### config.mk
export PLATFORM = sky130hd
export DESIGN_NAME = pyjamask96_stream_if
export DESIGN_NICKNAME = d
export VERILOG_FILES = /design/src/rtl/pyjamask96_pkg.sv /design/src/rtl/pyjamask96_stream_if.sv
export SDC_FILE = /design/constraint.sdc
export NUM_CORES = 1
export LEC_CHECK = 0
export ABC_AREA = 0
export BUFFER_PORTS_ARGS = -buffer_cell sky130_fd_sc_hd__buf_4
export CAP_MARGIN = 20
export CORE_UTILIZATION = 55
export DETAILED_ROUTE_END_ITERATION = 8
export HOLD_SLACK_MARGIN = 0.1
export PLACE_DENSITY_LB_ADDON = 0.1
export SLEW_MARGIN = 10
export SYNTH_ARGS = -nofsm -noshare
export SYNTH_HDL_FRONTEND = slang
export SYNTH_SLANG_ARGS = --single-unit
### constraint.sdc
create_clock -name clk -period 7.1 [get_ports clk]
set_input_delay 1.065 -clock clk [delete_from_list [all_inputs] [get_ports clk]]
set_output_delay 1.065 -clock clk [all_outputs]
set_load 0.01 [all_outputs]
### src/rtl/pyjamask96_pkg.sv
// Shared definitions for the Pyjamask-96 streaming wrapper: FSM encoding,
// block geometry and byte-lane helpers.
package pyjamask96_pkg;

  localparam int NB_DATA_BYTES    = 12;
  localparam int NB_KEY_BYTES     = 16;
  localparam int WATCHDOG_DEFAULT = 64;

  typedef enum logic [2:0] {
    ST_IDLE  = 3'd0,
    ST_LOAD  = 3'd1,
    ST_FEED  = 3'd2,
    ST_START = 3'd3,
    ST_WAIT  = 3'd4,
    ST_HOLD  = 3'd5
  } state_t;

  // Plaintext byte idx, byte 0 in the top lane; indices past the block read as zero padding.
  function automatic logic [7:0] data_byte(input logic [95:0] d, input logic [3:0] idx);
    logic [7:0] b;
    b = 8'h00;
    if (idx < 4'(NB_DATA_BYTES)) b = d[8*(NB_DATA_BYTES-1-int'(idx)) +: 8];
    return b;
  endfunction

  // Key byte idx, byte 0 in the top lane.
  function automatic logic [7:0] key_byte(input logic [127:0] k, input logic [3:0] idx);
    return k[8*(NB_KEY_BYTES-1-int'(idx)) +: 8];
  endfunction

endpackage

### src/rtl/pyjamask96_stream_if.sv
// Valid/ready streaming wrapper around a byte-serial Pyjamask-96 core:
// captures one block, serialises key and plaintext into the core, collects
// twelve ciphertext bytes and holds the result until downstream takes it.
module pyjamask96_stream_if
  import pyjamask96_pkg::*;
#(
  parameter int WATCHDOG = WATCHDOG_DEFAULT
) (
  input  logic         clk,
  input  logic         reset_n,
  input  logic         in_valid,
  output logic         in_ready,
  input  logic [95:0]  in_data,
  input  logic [127:0] in_key,
  output logic         out_valid,
  input  logic         out_ready,
  output logic [95:0]  out_data,
  output logic         err,
  output logic         core_load,
  output logic         core_start,
  output logic [7:0]   core_byte_in,
  output logic [7:0]   core_key_byte,
  input  logic         core_valid,
  input  logic [7:0]   core_byte_out
);

  localparam int WD_W = $clog2(WATCHDOG) + 1;

  state_t           state_q, state_d;
  logic [95:0]      data_q;
  logic [127:0]     key_q;
  logic [3:0]       idx_q;
  logic [3:0]       rx_cnt_q;
  logic [WD_W-1:0]  wd_cnt_q;
  logic             got_first_q;
  logic [95:0]      out_data_q;

  logic             accept;
  logic             last_byte;
  logic             wd_expire;
  logic [3:0]       lane_idx;

  assign accept    = in_valid && in_ready;
  assign last_byte = (state_q == ST_WAIT) && core_valid &&
                     (rx_cnt_q == 4'(NB_DATA_BYTES-1));
  // Watchdog only runs until the first ciphertext byte shows up.
  assign wd_expire = (state_q == ST_WAIT) && !got_first_q && !core_valid &&
                     (wd_cnt_q == WD_W'(WATCHDOG-1));
  assign lane_idx  = (state_q == ST_LOAD) ? 4'd0 : idx_q;
  assign out_data  = out_data_q;

  // State register.
  always_ff @(posedge clk or negedge reset_n) begin
    // NOTE: sequential state uses non-blocking assignments so every flop samples pre-edge values.
    if (!reset_n) state_q <= ST_IDLE;
    else          state_q <= state_d;
  end

  // Next-state decode.
  always_comb begin
    state_d = state_q;
    unique case (state_q)
      ST_IDLE:  if (accept) state_d = ST_LOAD;
      ST_LOAD:  state_d = ST_FEED;
      ST_FEED:  if (idx_q == 4'(NB_KEY_BYTES-1)) state_d = ST_START;
      ST_START: state_d = ST_WAIT;
      ST_WAIT: begin
        if (last_byte)      state_d = ST_HOLD;
        else if (wd_expire) state_d = ST_IDLE;
      end
      ST_HOLD:  if (out_ready) state_d = ST_IDLE;
      default:  state_d = ST_IDLE;
    endcase
  end

  // Output decode; byte lanes are driven only while loading or feeding.
  always_comb begin
    // NOTE: every output gets a default first so no path leaves one unassigned (no latch).
    in_ready      = (state_q == ST_IDLE) && reset_n;
    out_valid     = (state_q == ST_HOLD);
    err           = wd_expire;
    core_load     = (state_q == ST_LOAD);
    core_start    = (state_q == ST_START);
    core_byte_in  = 8'h00;
    core_key_byte = 8'h00;
    if (state_q == ST_LOAD || state_q == ST_FEED) begin
      core_byte_in  = data_byte(data_q, lane_idx);
      core_key_byte = key_byte(key_q, lane_idx);
    end
  end

  // Datapath: block capture, feed index, receive counter, watchdog, result assembly.
  always_ff @(posedge clk or negedge reset_n) begin
    if (!reset_n) begin
      // NOTE: the captured block and result registers are reset too, so out_data reads 0 in reset.
      data_q      <= '0;
      key_q       <= '0;
      idx_q       <= '0;
      rx_cnt_q    <= '0;
      wd_cnt_q    <= '0;
      got_first_q <= 1'b0;
      out_data_q  <= '0;
    end else begin
      if (accept) begin
        data_q <= in_data;
        key_q  <= in_key;
      end
      unique case (state_q)
        ST_LOAD: idx_q <= 4'd1;
        ST_FEED: idx_q <= idx_q + 4'd1;
        ST_START: begin
          wd_cnt_q    <= '0;
          rx_cnt_q    <= '0;
          got_first_q <= 1'b0;
        end
        ST_WAIT: begin
          if (core_valid) begin
            out_data_q[8*int'(rx_cnt_q) +: 8] <= core_byte_out;
            rx_cnt_q    <= last_byte ? 4'd0 : rx_cnt_q + 4'd1;
            got_first_q <= 1'b1;
          end else if (!got_first_q) begin
            wd_cnt_q <= wd_cnt_q + WD_W'(1);
          end
        end
        default: ;
      endcase
    end
  end

endmodule

==> out/qor.txt, run 1 <==
Status - completed
Required time of the critical path - 6030 ps
Fraction of registers with async set/reset - 1.00
Syn_nets - 1593
Yosys warns - 0
Fill count - 2120
Simple-Gate Fraction of Synth Area - 0.0995
RSZ-0062 raised after global routing - no
Fin crit period - 5390 ps
Clock buffer depth - 3
Worst rel slew slack - 0.301
IO Port Bufs - 353
Multiplexer share of the synthesized area - 0.203
Register area - 8490 um^2
Seq cells post-synth - 339
Tot Pwr - 7.91 mW
Startpoint Class - flip-flop
DP HPWL - 29.1 mm
Main combinational cell family by area after synthesis - multiplexers
Overflow after GRT - 0
Ports - 354
Setup TNS Final - 0 ps
CTS tree - built
Worst-case vdd ir drop - 0.257 mV
Arr. time, crit path - 4330 ps
Starting Density - 0.561
Row count - 61
Reg2Reg Setup Slack - 3740 ps
Setup crit end kind - output pin
CTS Hold Bufs - 0
WL final - 41.5 mm
Post-route non-filler standard cell count - 2063
First-pass GRT wire length - 63.7 mm
Vias per cell - 5.71
Leakage power - 9.15 nW
Fmax - 185 MHz
GP Congestion - 0.832
Slew Limit Fails - 0
Vias in the first global route - 11723
Final WS setup - 1710 ps
Post-synthesis xor/xnor area fraction - 0.00335
Area growth, synth to finish - 25.3%
Worst-path clk slew - 50 ps
Share of cells above drive strength 1 - 0.415
Dpl ws - 2330 ps
CP Class - flip-flop to output pin
CP max FO - 25
Inst Count DP - 1999
Multi-input gate area - 6670 um^2
Largest net degree at the start of global routing - 148
Root Driver - clkbuf_16
Syn Std Cell Area - 15700 um^2
Drt initial violations - 922
Main flop type after synthesis - dfrtp_1
Adder-cell share of the synthesized area - 0.00639
Type of the worst min-delay path - flip-flop to flip-flop
R2R Path End - key_q[119]
Average cell area after synthesis - 11.6 um^2
CTS buffer count - 37
Drc violations - 0
Number of gates resized after cts - 0
Final Net Count - 1906
Final Setup Violations - 0
Worst r2r src - state_q[2]
DIE WIDTH - 171 um
Final ANT Viol Nets - 0
Max-Cap Viols - 0
Clk_lat worst skew - 520 ps
Die H - 171 um
Period utilization - 0.760
Clock skew - 14.6 ps
Post-CTS Repair Setup Buffers - 0
Hold_sp - out_data[93]
Cell area after layout - 19600 um^2
Clock net sink count - 339
Die area - 29200 um^2
Reg2reg path depth - 4
Post-synth cell types - 64
Routed WL per cell - 20.1 um
PD cells - 403 nW/um^2
Post-synthesis compound-gate area fraction - 0.113
Total number of vias - 11789
Critical Path End - core_byte_in[0]
Core ar. - 27900 um^2
Instance area at placement - 18500 um^2
Slew @ Worst Pin - 1050 ps
Initial antenna violation count - 2
Total GRT Usage - 0.285
Final hold viol count - 0
H-Tree Depth - 2
Mapped Cells - 1348
Hold WS - 476 ps
Final core occ - 0.703
Worst Setup SP - state_q[2]
Post-synth EDFFs - 0
Seq/Total Area, Yosys - 0.541
DRT Pass-1 Iters - 5
-- layer usage --
layer	routed length (um)	vias up	track usage
li1	-	5470	-
met1	17400	5825	0.388
met2	19500	412	0.446
met3	3290	80	0.0671
met4	1260	2	0.102
met5	12	-	0
-- cell usage in the layout (no fill, tap or decap), drive strengths merged, types with 10 or more instances in the layout --
master | Yosys | final
inv | 24 | 25
o221ai | 13 | 13
o22ai | 10 | 10
nand3 | 38 | 38
buf | 46 | 362
o21ai | 101 | 101
a221o | 12 | 12
nand2b | 20 | 20
mux2 | 254 | 254
dfrtp | 339 | 339
and3 | 15 | 15
nor3 | 12 | 12
clkbuf | 42 | 55
a221oi | 16 | 16
a21oi | 59 | 59
mux2i | 27 | 27
nand2 | 150 | 150
nor2 | 58 | 58
-- power by group --
group	total (mW)	internal (mW)	switching (mW)	leakage [nW]
Combinational	2.72	1.42	1.30	4.35
Clock	1.85	1.10	0.753	0.588
Sequential	3.34	2.78	0.561	4.22
-- worst min-delay path by stage --
stage,end,depth (start not counted)
floorplan,got_first_q,2
global placement,out_data[65],2
detailed placement,out_data[46],2
CTS,out_data[46],2
global route,out_data[46],2
finish,out_data[93],2
-- final cells by class --
type	instances	share of cell area
antenna	1	0.000127
clock buffer	55	0.0578
clock inverter	7	0.00197
inverter	25	0.00484
multi-input combinational	896	0.340
sequential	339	0.432
tap	378	0.0241
timing repair buffer	362	0.139
-- flip-flops by register name (all words and copies together) (netlist names) --
register and flops:
key_q 128, out_data 96, rx_cnt_q 4, state_q 3
idx_q 4, data_q 96, got_first_q 1, wd_cnt_q 7
-- Yosys cell counts, types with 3 or more instances --
master	count	area share
o2bb2ai_1	5	0.0028
buf_2	29	0.0093
o211a_1	8	0.0051
and3_1	15	0.0060
nand2_1	146	0.035
mux2_2	254	0.18
a211oi_1	6	0.0029
a221oi_1	16	0.0089
mux2i_1	27	0.017
a221o_1	12	0.0077
dfrtp_1	339	0.54
buf_1	8	0.0019
clkbuf_1	42	0.010
nor2_1	55	0.013
xor2_1	4	0.0022
nor3_1	12	0.0038
inv_1	23	0.0055
nand4b_1	3	0.0017
a21o_1	8	0.0038
nand3b_1	3	0.0014
and2_1	6	0.0024
a21oi_1	54	0.017
a32oi_1	8	0.0045
nor2_2	3	0.0012
o221ai_1	13	0.0073
o32a_1	7	0.0045
o22ai_1	10	0.0040
o21ai_0	101	0.032
nor2b_1	5	0.0020
o211ai_1	7	0.0034
ha_1	8	0.0064
buf_4	4	0.0019
buf_8	3	0.0029
nand3_1	38	0.012
nand4_1	4	0.0016
a21oi_2	5	0.0028
nand2_2	4	0.0016
nand2b_1	20	0.0080
-- cell families (layout without fill, tap and decap cells) --
group | count (synthesis) | in the layout
simple gates | 328 | 328
flops | 339 | 339
other cells | 0 | 1
compound gates | 271 | 271
mux | 283 | 283
buf+inv | 113 | 449
fa+ha+maj | 8 | 8
xor+xnor | 6 | 6
-- worst max-delay path, cell delays in order, from the launching register on --
cell	delay [ps]
dfrtp_1	660
or3b_1	650
nand2_2	520
inv_2	350
ha_1	410
nor3b_1	260
nand2_1	230
o32a_1	400
o21ai_0	140
buf_4	190
Note: power is estimated with default switching activity, not from simulation.
==> inputs of run 2 (changes only) <==
--- a/config.mk
+++ b/config.mk
@@ -8,7 +8,7 @@
 export ABC_AREA = 0
 export BUFFER_PORTS_ARGS = -buffer_cell sky130_fd_sc_hd__buf_4
 export CAP_MARGIN = 20
-export CORE_UTILIZATION = 55
+export CORE_UTILIZATION = 49
 export DETAILED_ROUTE_END_ITERATION = 8
 export HOLD_SLACK_MARGIN = 0.1
 export PLACE_DENSITY_LB_ADDON = 0.1
==> constraint.sdc (replaced) <==
create_clock -name clk -period 4.8 [get_ports clk]
set_input_delay 0.72 -clock clk [delete_from_list [all_inputs] [get_ports clk]]
set_output_delay 0.72 -clock clk [all_outputs]
set_load 0.01 [all_outputs]
==> out/qor.txt, run 2 (synthesis results as in run 1) <==
CTS buffer count - 39
Overflow after GRT - 0
Total GRT Usage - 0.257
Total number of vias - 11754
Routed WL per cell - 20.0 um
Arr. time, crit path - 3720 ps
Startpoint Class - flip-flop
Cell area after layout - 19800 um^2
CTS Hold Bufs - 0
WL final - 42.0 mm
Drt initial violations - 871
Register with the most flip-flops - key_q
Setup crit end kind - output pin
CP max FO - 23
Max stage delay cell, worst path - or3b_1
Worst rel slew slack - 0.290
RSZ-0062 raised after global routing - no
Vias per cell - 5.60
CP most frequent cell - buf_4
Period utilization - 0.925
Die area - 32700 um^2
Vias in the first global route - 11781
Global Route met3 Usage - 0.0756
Clk_lat worst skew - 530 ps
Ports - 354
Fill count - 2556
Initial antenna violation count - 1
Clock skew - 13.8 ps
Largest net degree at the start of global routing - 160
Setup TNS Final - 0 ps
Worst Path Buf+Inv - 3
Status - completed
Cell Chain, Critical Path - or3b_1, nand2_2, buf_4, inv_2, ha_1, nor3b_2, nand2_1, o32a_1, o21ai_0, buf_4
Global Route met1 Usage - 0.357
Slew Limit Fails - 0
CTS tree - built
Final hold viol count - 0
Slew @ Worst Pin - 1060 ps
Final ANT Viol Nets - 0
Worst-path clk slew - 60 ps
Core ar. - 31500 um^2
Fin crit period - 4440 ps
GP Congestion - 0.804
Inst Count DP - 2033
Commonest non-fill, non-tap cell in the layout - buf_4
Clock net sink count - 339
Final Net Count - 1917
Clock buffer depth - 3
Starting Density - 0.498
Hold WS - 138 ps
IO Port Bufs - 353
Share of cells above drive strength 1 - 0.416
DRT Pass-1 Iters - 5
Max FFs per register - 128
DP HPWL - 29.7 mm
DIE WIDTH - 181 um
H-Tree Depth - 2
Final Setup Violations - 0
Max incr delay on CP - 570 ps
PD cells - 599 nW/um^2
M2 GR Usage - 0.387
Instance area at placement - 18600 um^2
Top cell family by delay on the critical path - simple AND/OR/NAND/NOR gates
Leakage power - 9.22 nW
Die H - 181 um
CP Class - flip-flop to output pin
First-pass GRT wire length - 65.8 mm
Type of the worst min-delay path - input port to async pin
Post-route non-filler standard cell count - 2098
Worst-case vdd ir drop - 0.388 mV
Most frequent cells in the layout - buf_4, dfrtp_1, mux2_2, nand2_1, o21ai_0
Reg2Reg Setup Slack - 1750 ps
Drc violations - 0
Global route hottest layer - met2
Area growth, synth to finish - 26.4%
Max-Cap Viols - 0
Row count - 65
Root Driver - clkbuf_16
Required time of the critical path - 4080 ps
Fmax - 225 MHz
==> run 2: changes by cell type in the layout (fill, tap and decap cells not counted), moves of 2 or more <==
cell	previous run	this run
buf_4	360	369
clkbuf_16	39	41
clkbuf_8	10	3
clkbuf_1	6	12
bufinv_16	0	3
clkinv_2	7	5
==> run 2: worst paths after layout <==
path                             start         endpoint  depth (start not counted)
max                         state_q[1]  core_byte_in[0]                         10
min                            reset_n     out_data[60]                          1
max reg2reg                 state_q[2]       data_q[30]                          6
min reg2reg                got_first_q      got_first_q                          2
max in group asynchronous      reset_n       data_q[37]                          3
min in group clk           in_data[62]       data_q[62]                          2
==> run 2: what timing repair did <==
item / CTS / global route
hold endpoints to repair: 0 / 0
endpoints found under the setup margin: 0 / 4
gates resized for setup: 0 / 1
buffers inserted: 0 / 0
==> run 2: final cells by class <==
type,instances,area [um^2],area share
multi-input cells,896,6680,0.337
clock inverters,8,121,0.00613
diodes,1,2.50,0.000126
inverters,25,95.1,0.00480
repair buffers,371,2810,0.142
clock buffers,56,1110,0.0562
well taps,402,503,0.0254
flip-flops and latches,339,8490,0.429
==> run 2: report_power, final <==
group	switching, mW	internal [mW]	leakage [nW]
Sequential	0.737	4.11	4.22
Clock	1.14	1.76	0.605
Combinational	2.00	2.12	4.39
Total	3.88	7.99	9.22
==> run 2: worst register-to-register path, cell delays in order, from the launching register on <==
cell	delay (ps)
dfrtp_1	350
buf_4	290
nor4b_2	120
nand2_4	80
buf_4	670
buf_4	970
mux2_2	460
==> run 2: stage by stage <==
step	utilization	setup slack (ps)	power (mW)
after floorplan	-	1570	7.49
after global placement	0.590	1000	8.89
after detailed placement	0.590	839	9.02
after CTS	0.629	263	12.0
after global routing	0.629	80.8	12.6
final	0.629	360	11.9
==> run 2: per-layer routing <==
layer / wire length (um) / part of all wire / vias up
met5: 0 / 0 / -
met4: 1190 / 0.028 / 0
met3: 3690 / 0.088 / 71
met2: 18900 / 0.45 / 410
met1: 18100 / 0.43 / 5774
li1: - / - / 5499
